<file path="config.mk">
export PLATFORM = sky130hd
export DESIGN_NAME = mem_stage
export DESIGN_NICKNAME = d
export VERILOG_FILES = /design/src/rtl/mem_stage.sv
export SDC_FILE = /design/constraint.sdc
export NUM_CORES = 1
export LEC_CHECK = 0
export CAP_MARGIN = 5
export CORE_ASPECT_RATIO = 0.6
export CORE_MARGIN = 8
export CORE_UTILIZATION = 45
export DETAILED_ROUTE_END_ITERATION = 10
export GPL_ROUTABILITY_DRIVEN = 0
export PLACE_DENSITY = 0.86
export SLEW_MARGIN = 20
export SYNTH_ARGS = -nofsm -noshare
export SYNTH_HDL_FRONTEND = slang
export SYNTH_SLANG_ARGS = --single-unit
</file>
<file path="constraint.sdc">
create_clock -name clk -period 3.3 [get_ports clk]
set_clock_uncertainty 0.15 [all_clocks]
set_input_delay 0.495 -clock clk [delete_from_list [all_inputs] [get_ports clk]]
set_output_delay 0.495 -clock clk [all_outputs]
set_load 0.02 [all_outputs]
</file>
<file path="src/rtl/mem_stage.sv">
// Memory-access pipeline stage: issues loads/stores over a split addr_ok/data_ok
// SRAM interface and produces the writeback value and the load-use pending flag.
module mem_stage (
  input  logic        clk,
  input  logic        reset,
  input  logic        ex_to_mem_valid,
  output logic        mem_allowin,
  input  logic [31:0] ex_pc,
  input  logic [31:0] ex_alu_result,
  input  logic        ex_res_from_mem,
  input  logic        ex_mem_we,
  input  logic [2:0]  ex_mem_op,
  input  logic [31:0] ex_rkd_value,
  input  logic [5:0]  ex_rf_zip,
  input  logic        wb_allowin,
  output logic        mem_to_wb_valid,
  output logic [31:0] mem_pc,
  output logic [5:0]  mem_rf_zip,
  output logic [31:0] mem_final_result,
  output logic        mem_ld_pending,
  output logic        data_sram_req,
  output logic        data_sram_wr,
  output logic [1:0]  data_sram_size,
  output logic [3:0]  data_sram_wstrb,
  output logic [31:0] data_sram_addr,
  output logic [31:0] data_sram_wdata,
  input  logic        data_sram_addr_ok,
  input  logic        data_sram_data_ok,
  input  logic [31:0] data_sram_rdata
);

  localparam logic [1:0] S_IDLE = 2'd0;
  localparam logic [1:0] S_REQ  = 2'd1;
  localparam logic [1:0] S_WAIT = 2'd2;
  localparam logic [1:0] S_DONE = 2'd3;

  logic        r_valid;
  logic [1:0]  r_state;
  logic [31:0] r_pc;
  logic [31:0] r_alu;
  logic [31:0] r_rkd;
  logic [31:0] r_buf;
  logic        r_ld;
  logic        r_st;
  logic [2:0]  r_op;
  logic [5:0]  r_zip;

  logic        w_is_mem;
  logic        w_ready_go;
  logic        w_accept;
  logic [7:0]  w_byte;
  logic [15:0] w_half;
  logic [31:0] w_load_data;

  assign w_is_mem        = r_ld | r_st;
  assign w_ready_go      = ~w_is_mem | (r_state == S_DONE);
  assign mem_allowin     = ~r_valid | (w_ready_go & wb_allowin);
  assign mem_to_wb_valid = r_valid & w_ready_go;
  assign w_accept        = ex_to_mem_valid & mem_allowin;

  always_ff @(posedge clk) begin
    if (reset) begin
      r_valid <= 1'b0;
      r_state <= S_IDLE;
      r_pc    <= '0;
      r_alu   <= '0;
      r_rkd   <= '0;
      r_buf   <= '0;
      r_ld    <= 1'b0;
      r_st    <= 1'b0;
      r_op    <= '0;
      r_zip   <= '0;
    end else begin
      if (mem_allowin) r_valid <= ex_to_mem_valid;
      if (w_accept) begin
        r_pc  <= ex_pc;
        r_alu <= ex_alu_result;
        r_rkd <= ex_rkd_value;
        r_ld  <= ex_res_from_mem;
        r_st  <= ex_mem_we;
        r_op  <= ex_mem_op;
        r_zip <= ex_rf_zip;
      end
      // A new accept always restarts the FSM, which also covers draining DONE.
      if (w_accept) begin
        r_state <= (ex_res_from_mem | ex_mem_we) ? S_REQ : S_IDLE;
      end else begin
        case (r_state)
          S_REQ:   if (data_sram_addr_ok) r_state <= S_WAIT;
          S_WAIT:  if (data_sram_data_ok) r_state <= S_DONE;
          S_DONE:  if (mem_to_wb_valid & wb_allowin) r_state <= S_IDLE;
          default: r_state <= S_IDLE;
        endcase
      end
      if ((r_state == S_WAIT) && data_sram_data_ok) r_buf <= data_sram_rdata;
    end
  end

  always_comb begin
    w_byte = r_buf[7:0];
    case (r_alu[1:0])
      2'd1:    w_byte = r_buf[15:8];
      2'd2:    w_byte = r_buf[23:16];
      2'd3:    w_byte = r_buf[31:24];
      default: w_byte = r_buf[7:0];
    endcase
    w_half = r_alu[1] ? r_buf[31:16] : r_buf[15:0];
    case (r_op[1:0])
      2'b00:   w_load_data = {{24{w_byte[7] & ~r_op[2]}}, w_byte};
      2'b01:   w_load_data = {{16{w_half[15] & ~r_op[2]}}, w_half};
      default: w_load_data = r_buf;
    endcase
  end

  always_comb begin
    data_sram_wstrb = 4'b0000;
    data_sram_wdata = r_rkd;
    case (r_op[1:0])
      2'b00: begin
        data_sram_wstrb = 4'b0001 << r_alu[1:0];
        data_sram_wdata = {4{r_rkd[7:0]}};
      end
      2'b01: begin
        data_sram_wstrb = r_alu[1] ? 4'b1100 : 4'b0011;
        data_sram_wdata = {2{r_rkd[15:0]}};
      end
      default: data_sram_wstrb = 4'b1111;
    endcase
    if (!r_st) data_sram_wstrb = 4'b0000;
  end

  assign data_sram_req    = (r_state == S_REQ);
  assign data_sram_wr     = r_st;
  assign data_sram_size   = r_op[1:0];
  assign data_sram_addr   = r_alu;
  assign mem_pc           = r_pc;
  assign mem_rf_zip       = r_zip;
  assign mem_final_result = r_ld ? w_load_data : r_alu;
  assign mem_ld_pending   = r_valid & r_ld & (r_state != S_DONE);

endmodule

</file>
==> out/summary.txt, run 1 <==
Final HPWL DP: 17700 µm
syn_nets: 995
status: finished clean
Slew Limit Fails: 0
Crit Reg-Reg Startpoint: r_ld
worst slew pin tran: 796 ps
vias: 6828
Ports: 290
Final Cycle Share: 94.3%
f_max: 321 MHz
sequential area share after synthesis: 44.6%
Filler cells: 1099
full die area: 18400 µm²
post-synthesis compound-gate area fraction: 19.5%
Avg Cell Area, Syn: 7.53 µm²
# port buffers: 289
initial antenna violation count: 0
# diodes: 0
CP max stage delay: 550 ps
RSZ-0062 raised after global routing: no
final setup fails: 0
total power draw: 0.00506 W
Initial Util: 46.4%
Simple-Gate Fraction of Synth Area: 22.6%
largest family of logic cells by synthesized area: simple AND/OR/NAND/NOR gates
Hold Path Class: reg2reg
post-synthesis cell type count: 43
final wirelength: 23700 µm
CTS root buf: clkbuf_16
Yosys reg bits: 142
Tot GR Track Use: 24.9%
XOR/XNOR Fraction of Synth Area: 0%
Nets: 1245
Hold Buf Count CTS: 0
WP data arrival: 2470 ps
synth-to-layout area growth: 56.0%
synthesis warning total: 0
Bufs on Longest Clock Path: 2
mux share of post-synthesis cell area: 6.53%
power density cells: 509 nW/µm²
reg2reg end: r_state[0]
Via-to-Cell Ratio: 5.24
Leak: 3.65 nW
Setup CP Type: reg2out
DR pass1 iterations: 5
setup_tns: 0 ps
clk slew on worst S/H paths: 60 ps
Placement Setup Slack: 384 ps
CTS tree: built
share of cells above drive strength 1: 8.74%
grt total ovfl: 0
Crit. End Element: output port
chip width: 170 µm
Cells after Synth: 847
htree depth: 4
Antenna Violating Nets Remaining: 0
Sink Count: 142
critical path startpoint category: flip-flop
maximum VDD drop: 0.323 mV
critical path's slowest cell: mux4_2
core area: 13700 µm²
setup slack, reg-to-reg: 1070 ps
Reg2Reg Depth: 5
worst hold start: mem_pc[27]
drt wl/cell: 18.2 µm
final setup margin: 187 ps
Synth Area in Adders: 0.588%
die height: 108 µm
post-synthesis instance area: 6380 µm²
WHS Path Cells: 2
Final min period: 3110 ps
Post-route DRC: 0
Max-cap violations: 0
total CTS buffers: 17
Worst Path Max Fanout: 8
vias in the first global route: 6504
later-pin clock latency in the skew report: 400 ps
hold slack: 302 ps
Rows: 33
WP data required: 2650 ps
relative max-transition margin: 46.9%
Cell Chain, Critical Path: mux4_2 > nand3b_1 > and2_1 > a21oi_1 > clkdlybuf4s50_1
hold worst-path end: mem_pc[27]
first-pass GRT wire length: 36100 µm
Starting DRT DRC Count: 570
largest net degree at the start of global routing: 84
Fin. Hold Viols: 0
cell usage in the layout (no fill, tap or decap), types with 3 or more instances in the layout:
master | Yosys | layout
o221a_2 | 5 | 5
inv_6 | 0 | 5
mux2i_1 | 9 | 9
clkinvlp_4 | 0 | 5
inv_1 | 3 | 3
mux2_2 | 23 | 23
dfxtp_2 | 0 | 4
clkbuf_16 | 0 | 17
mux2_4 | 3 | 3
dfxtp_1 | 142 | 138
o32ai_1 | 6 | 6
o21ai_0 | 11 | 11
a22o_1 | 8 | 8
clkdlybuf4s50_1 | 0 | 288
a21oi_1 | 163 | 163
a22oi_1 | 8 | 8
nor2_1 | 34 | 34
buf_12 | 0 | 4
and2_1 | 5 | 5
nand2b_1 | 3 | 3
nand2_1 | 315 | 315
ha_1 | 3 | 3
buf_4 | 15 | 15
cell families after synthesis:
group / Yosys count
buffers and inverters: 80
adders and majority gates: 3
muxes: 36
DFF: 142
and+or+nand+nor: 369
AOI/OAI and AO/OA: 217
cells in the mapped netlist:
cell type,n,area (µm²)
nand2_1,315,1180
a21oi_1,163,816
dfxtp_1,142,2840
nor2_1,34,128
clkbuf_1,31,116
buf_2,23,115
mux2_2,23,259
buf_4,15,113
o21ai_0,11,55.1
mux2i_1,9,90.1
a22o_1,8,70.1
a22oi_1,8,60.1
o32ai_1,6,52.6
and2_1,5,31.3
buf_1,5,18.8
o221a_2,5,56.3
nor2b_1,4,25.0
a31oi_1,3,18.8
ha_1,3,37.5
inv_1,3,11.3
mux2_4,3,45.0
nand2b_1,3,18.8
a21boi_0,2,15.0
a21oi_2,2,17.5
buf_6,2,22.5
o21a_1,2,15.0
a211oi_1,1,7.51
a21boi_4,1,18.8
a221oi_1,1,8.76
a31o_2,1,8.76
and3_1,1,6.26
clkinv_1,1,3.75
mux4_2,1,22.5
nand3_1,1,5.00
nand3b_1,1,7.51
nor2_2,1,6.26
nor3_1,1,5.00
nor3b_1,1,7.51
nor4b_1,1,8.76
o211ai_1,1,7.51
o21bai_1,1,7.51
o22ai_1,1,6.26
or3b_2,1,8.76
per-stage QoR:
| stage | cells | utilization [%] | area [µm²] |
|---|---|---|---|
| floorplan | 847 | - | 6380 |
| global placement | 1269 | 67.7 | 9320 |
| detailed placement | 1269 | 67.7 | 9320 |
| CTS | 1302 | 72.3 | 9940 |
| global route | 1302 | 72.4 | 9950 |
| finish | 1302 | 72.4 | 9950 |
what timing repair did:
item | in CTS | in global routing
pin swaps | 1 | 0
setup buffers | 1 | 0
endpoints found under the setup margin | 16 | 14
gates resized for setup | 0 | 5
cloned | 0 | 0
hold endpoints to repair | 0 | 0
flip-flops by register name (all words and copies together) (netlist names), 2 cells and up:
| signal | cells |
|---|---|
| r_buf | 32 |
| r_state | 2 |
| mem_rf_zip | 6 |
| r_op | 3 |
| r_rkd | 32 |
| mem_pc | 32 |
| data_sram_addr | 32 |
how the worst max path moves through the flow:
| stage | from | end | slack [ps] |
|---|---|---|---|
| 6_report | data_sram_addr[0] | mem_final_result[12] | 190 |
| 5_1_grt | r_op[0] | mem_final_result[4] | 60 |
| 4_1_cts | data_sram_addr[0] | mem_final_result[4] | 0.4 |
| 3_5_place_dp | data_sram_addr[1] | mem_final_result[31] | 380 |
| 3_3_place_gp | data_sram_addr[1] | mem_final_result[31] | 430 |
| 2_1_floorplan | data_sram_addr[1] | mem_final_result[20] | 960 |
metal layers:
metal / GRT usage, % / vias up / routed length [µm]
li1: - / 3308 / -
met1: 31.1 / 3164 / 9840
met2: 39.1 / 329 / 10400
met3: 11.3 / 27 / 3160
met4: 5.22 / 0 / 235
met5: 0 / - / 0
cell type report:
cell class / instances / area, µm² / share of cell area, %
inverter: 4 / 18.8 / 0.189
multi-input combinational: 625 / 3160 / 31.8
clock inverter: 13 / 151 / 1.52
sequential: 142 / 2850 / 28.6
tap: 192 / 240 / 2.41
timing repair buffer: 307 / 3080 / 30.9
clock buffer: 19 / 453 / 4.55
report_power, final:
| group | internal, W | total (W) | switching [W] | leakage (nW) |
|---|---|---|---|---|
| registers | 0.00182 | 0.00192 | 0.0000998 | 1.17 |
| logic | 0.000584 | 0.00119 | 0.000602 | 2.20 |
| clock network | 0.00117 | 0.00195 | 0.000782 | 0.284 |
worst max-delay path, delay by kind of cell (launching register included):
kind | cells | cell delay (ps)
buffers and inverters | 1 | 550
flip-flops | 1 | 430
multiplexers | 1 | 550
AND/OR/NAND/NOR | 2 | 430
AO/OA/AOI/OAI | 1 | 110
Power figures use the tool's default switching activity.
==> run 2, diff against run 1 <==
Settings changed: CORE_UTILIZATION 45 to 38, PLACE_DENSITY 0.86 to 0.77.
Clock period 3.3 ns to 2.75 ns, I/O delays scaled along.
==> run 2 against run 1 <==
Routed wire length up 5.2%. First-iteration DRC count up 6.3%. Sequential cell count unchanged. Global-route usage down 2.2 points.
==> out/summary.txt, run 2 (synthesis results as in run 1) <==
status: finished clean
CTS root buf: clkbuf_16
area of the multi-input gates: 3180 µm²
worst hold start: mem_pc[19]
DR pass1 iterations: 5
RSZ-0062 raised after global routing: no
clk slew on worst S/H paths: 70 ps
Setup CP Type: reg2out
htree depth: 4
# port buffers: 289
Crit Reg-Reg Startpoint: r_state[0]
vias: 6793
Sink Count: 142
Via-to-Cell Ratio: 5.05
Critical Path Start: data_sram_addr[1]
worst slew pin tran: 660 ps
maximum VDD drop: 0.349 mV
CP endpoint: mem_final_result[22]
f_max: 373 MHz
reg2reg end: r_state[0]
WP data arrival: 2120 ps
drt wl/cell: 18.5 µm
Bufs on Longest Clock Path: 2
relative max-transition margin: 56.0%
CTS tree: built
Final Cycle Share: 97.5%
Tot GR Track Use: 22.6%
Final HPWL DP: 18700 µm
Reg2Reg Depth: 6
final core utilization: 61.6%
Leak: 3.82 nW
WP data required: 2190 ps
initial antenna violation count: 1
critical path startpoint category: flip-flop
commonest non-fill, non-tap cell in the layout: nand2_1
first-pass GRT wire length: 37700 µm
Hold Path Class: reg2reg
Crit. End Element: output port
setup slack, reg-to-reg: 750 ps
power density cells: 601 nW/µm²
Filler cells: 1519
Post-route DRC: 0
synth-to-layout area growth: 58.0%
final setup fails: 0
final wirelength: 24900 µm
Nets: 1252
die height: 116 µm
largest net degree at the start of global routing: 74
Reg area: 2860 µm²
Rows: 36
Max-cap violations: 0
vias in the first global route: 6627
Initial Util: 39.0%
Starting DRT DRC Count: 606
core area: 16400 µm²
# diodes: 0
grt total ovfl: 0
later-pin clock latency in the skew report: 400 ps
setup_tns: 0 ps
Antenna Violating Nets Remaining: 0
Fin. Hold Viols: 0
full die area: 21300 µm²
total power draw: 0.00606 W
Final min period: 2680 ps
Slew Limit Fails: 0
share of cells above drive strength 1: 9.85%
Ports: 290
total CTS buffers: 17
most frequent cells in the layout: 315 x nand2_1, 251 x clkdlybuf4s50_1, 163 x a21oi_1, 137 x dfxtp_1, 34 x nor2_1
chip width: 183 µm
Worst Path Max Fanout: 16
==> run 2: per-layer routing <==
layer | GRT usage [%] | up-vias | share of wire (%)
met4 | 3.88 | 2 | 0.50
li1 | - | 3318 | -
met5 | 0 | - | 0.032
met1 | 29.7 | 3201 | 45
met2 | 35.6 | 260 | 44
met3 | 8.29 | 12 | 10
==> run 2: worst max-delay path, cell delays in order, from the launching register on <==
cell           delay (ps)
dfxtp_4               380
mux2_4                310
mux2_4                290
a21boi_4              170
buf_12                160
a21oi_1                70
dlygate4sd2_1         320
==> run 2: stage by stage <==
stage | instance area, µm² | instances | hold WS, ps | setup WS (ps)
2_1_floorplan | 6380 | 847 | 283 | 495
3_3_place_gp | 9460 | 1313 | 290 | 170
3_5_place_dp | 9460 | 1313 | 296 | 153
4_1_cts | 10000 | 1345 | 305 | 10.9
5_1_grt | 10100 | 1345 | 321 | 2.07
6_report | 10100 | 1345 | 303 | 69.9
==> run 2: worst min path at each step <==
| stage | slack (ps) | cells past startpoint | to |
|---|---|---|---|
| after global routing | 320 | 2 | mem_pc[14] |
| after floorplan | 280 | 2 | r_rkd[16] |
| final | 300 | 2 | mem_pc[19] |
| after global placement | 290 | 2 | r_rkd[20] |
| after CTS | 310 | 2 | mem_pc[14] |
| after detailed placement | 300 | 2 | mem_pc[14] |
==> run 2: timing repair <==
action / in CTS / in global routing
gates cloned: 0 / 0
endpoints found under the setup margin: 43 / 29
pin swaps: 0 / 0
hold buffers: 0 / 0
buffers inserted: 0 / 0
resized for setup: 41 / 18
==> run 2: cell type report <==
class | count | share of cell area [%]
Clock buffer | 17 | 4.22
Clock inverter | 15 | 1.66
Inverter | 4 | 0.161
Multi-Input combinational cell | 625 | 31.6
Sequential cell | 142 | 28.3
Tap cell | 228 | 2.83
Timing Repair Buffer | 314 | 31.2
==> run 2: report_power, final <==
| group | switching [W] | internal, W |
|---|---|---|
| Combinational | 0.000740 | 0.000684 |
| Clock | 0.00103 | 0.00130 |
| Sequential | 0.000118 | 0.00219 |
==> run 3, diff against run 2 <==
Settings changed: TNS_END_PERCENT set to 10.
==> run 3 against run 2 <==
Sequential power barely moved. Worst hold slack barely moved. First-iteration DRC count rose by 16%. Clock power barely moved. Worst setup slack got worse by 2.1 ps. Largest power group unchanged.
==> out/summary.txt, run 3 (synthesis results as in run 1) <==
final wirelength: 24900 µm
Cell Chain, Critical Path: mux2_4 > mux2_4 > a21boi_4 > buf_12 > a21oi_1 > dlygate4sd2_1
Reg2Reg Depth: 6
switching pwr: 0.00189 W
Hold Buf Count CTS: 0
power density cells: 601 nW/µm²
Hold Path Class: reg2reg
CTS tree: built
share of cells above drive strength 1: 9.76%
Antenna Violating Nets Remaining: 0
vias: 6805
Starting DRT DRC Count: 702
Tot GR Track Use: 22.6%
Setup CP Type: reg2out
Crit. End Element: output port
Via-to-Cell Ratio: 5.06
worst slew pin tran: 660 ps
status: finished clean
critical path's slowest cell: dfxtp_4
WHS Path Cells: 2
critical path startpoint category: flip-flop
full die area: 21300 µm²
Nets: 1252
hold slack: 303 ps
Final min period: 2680 ps
Switching Share: 31.2%
synth-to-layout area growth: 57.9%
maximum VDD drop: 0.350 mV
setup bufs post-CTS: 0
total power draw: 0.00605 W
Ports: 290
htree depth: 4
worst hold start: mem_pc[19]
Worst Path Max Fanout: 16
# port buffers: 289
Sink Count: 142
Rows: 36
Final Cycle Share: 97.5%
Clk pwr share: 38.4%
WP data required: 2190 ps
CTS root buf: clkbuf_16
cell mode on critical path: mux2_4
drt wl/cell: 18.5 µm
core area: 16400 µm²
final setup fails: 0
vias in the first global route: 6621
later-pin clock latency in the skew report: 400 ps
chip width: 183 µm
largest net degree at the start of global routing: 74
Fin. Hold Viols: 0
total CTS buffers: 17
Initial Util: 39.0%
clk slew on worst S/H paths: 70 ps
Leak: 3.82 nW
DR pass1 iterations: 5
hold worst-path end: mem_pc[19]
Logic pwr share: 23.5%
Max-cap violations: 0
Flop pwr share: 38.1%
initial antenna violation count: 1
Bufs on Longest Clock Path: 2
grt total ovfl: 0
Slew Limit Fails: 0
commonest non-fill, non-tap cell in the layout: nand2_1
most frequent cells in the layout: 315 x nand2_1, 251 x clkdlybuf4s50_1, 163 x a21oi_1, 137 x dfxtp_1, 34 x nor2_1
f_max: 373 MHz
reg2reg end: r_state[0]
Crit Reg-Reg Startpoint: r_state[0]
relative max-transition margin: 56.0%
Final HPWL DP: 18700 µm
WP data arrival: 2120 ps
CP max stage delay: 380 ps
setup slack, reg-to-reg: 760 ps
RSZ-0062 raised after global routing: yes
Internal: 0.00417 W
first-pass GRT wire length: 37700 µm
Post-route DRC: 0
# diodes: 0
die height: 116 µm
-- run 3: cell counts in the layout (fill, tap and decap cells not counted) --
Identical to the previous run, type by type.
-- run 3: worst max-delay path, delay by kind of cell, from the launching register on --
family,cells,cell delay [ps]
AO/OA/AOI/OAI,2,240
buffers and inverters,2,480
flip-flops,1,380
multiplexers,2,600
-- run 3: worst max path at each step --
stage / start / end / slack (ps) / depth (start not counted)
3_5_place_dp: data_sram_addr[1] / mem_final_result[31] / 150 / 6
4_1_cts: r_state[0] / mem_allowin / -5 / 5
3_3_place_gp: data_sram_addr[1] / mem_final_result[31] / 170 / 6
5_1_grt: data_sram_addr[1] / mem_final_result[3] / -30 / 6
2_1_floorplan: data_sram_addr[1] / mem_final_result[20] / 500 / 6
6_report: data_sram_addr[1] / mem_final_result[22] / 70 / 6
-- run 3: through the flow --
| step | std cells | setup WS, ps | cell area [µm²] | setup TNS, ps | util (%) |
|---|---|---|---|---|---|
| detailed placement | 1313 | 153 | 9460 | 0 | 57.9 |
| global placement | 1313 | 170 | 9460 | 0 | 57.9 |
| floorplan | 847 | 495 | 6380 | 0 | - |
| finish | 1345 | 67.8 | 10100 | 0 | 61.6 |
| global route | 1345 | -27.8 | 10100 | -27.8 | 61.6 |
| CTS | 1345 | -4.93 | 10000 | -4.93 | 61.4 |
-- run 3: power by group through the flow --
stage	combinational [W]	sequential, W	clock (W)
after floorplan	0.000656	0.00240	0
after global placement	0.00145	0.00234	0
after detailed placement	0.00146	0.00235	0
after CTS	0.00143	0.00230	0.00238
after global routing	0.00153	0.00232	0.00246
final	0.00142	0.00231	0.00233
-- run 3: routing by layer --
layer / wire, µm / vias up / part of all wire (%) / GRT usage (%)
met1: 11200 / 3190 / 45 / 29.8
met3: 2780 / 18 / 11 / 8.26
met4: 172 / 2 / 0.69 / 3.88
met2: 10800 / 272 / 43 / 35.6
li1: - / 3323 / - / -
met5: 8 / - / 0.032 / 0
-- run 3: repair_timing --
| item | CTS | global route |
|---|---|---|
| pin swaps | 0 | 0 |
| gates resized for setup | 40 | 18 |
| cloned | 0 | 0 |
| endpoints found under the setup margin | 43 | 30 |
-- run 3: layout make-up --
class / count / area [µm²]
Clock buffer: 17 / 425
Clock inverter: 15 / 168
Fill cell: 1518 / 6280
Inverter: 4 / 16.3
Multi-Input combinational cell: 625 / 3170
Sequential cell: 142 / 2860
Tap cell: 228 / 285
Timing Repair Buffer: 314 / 3150
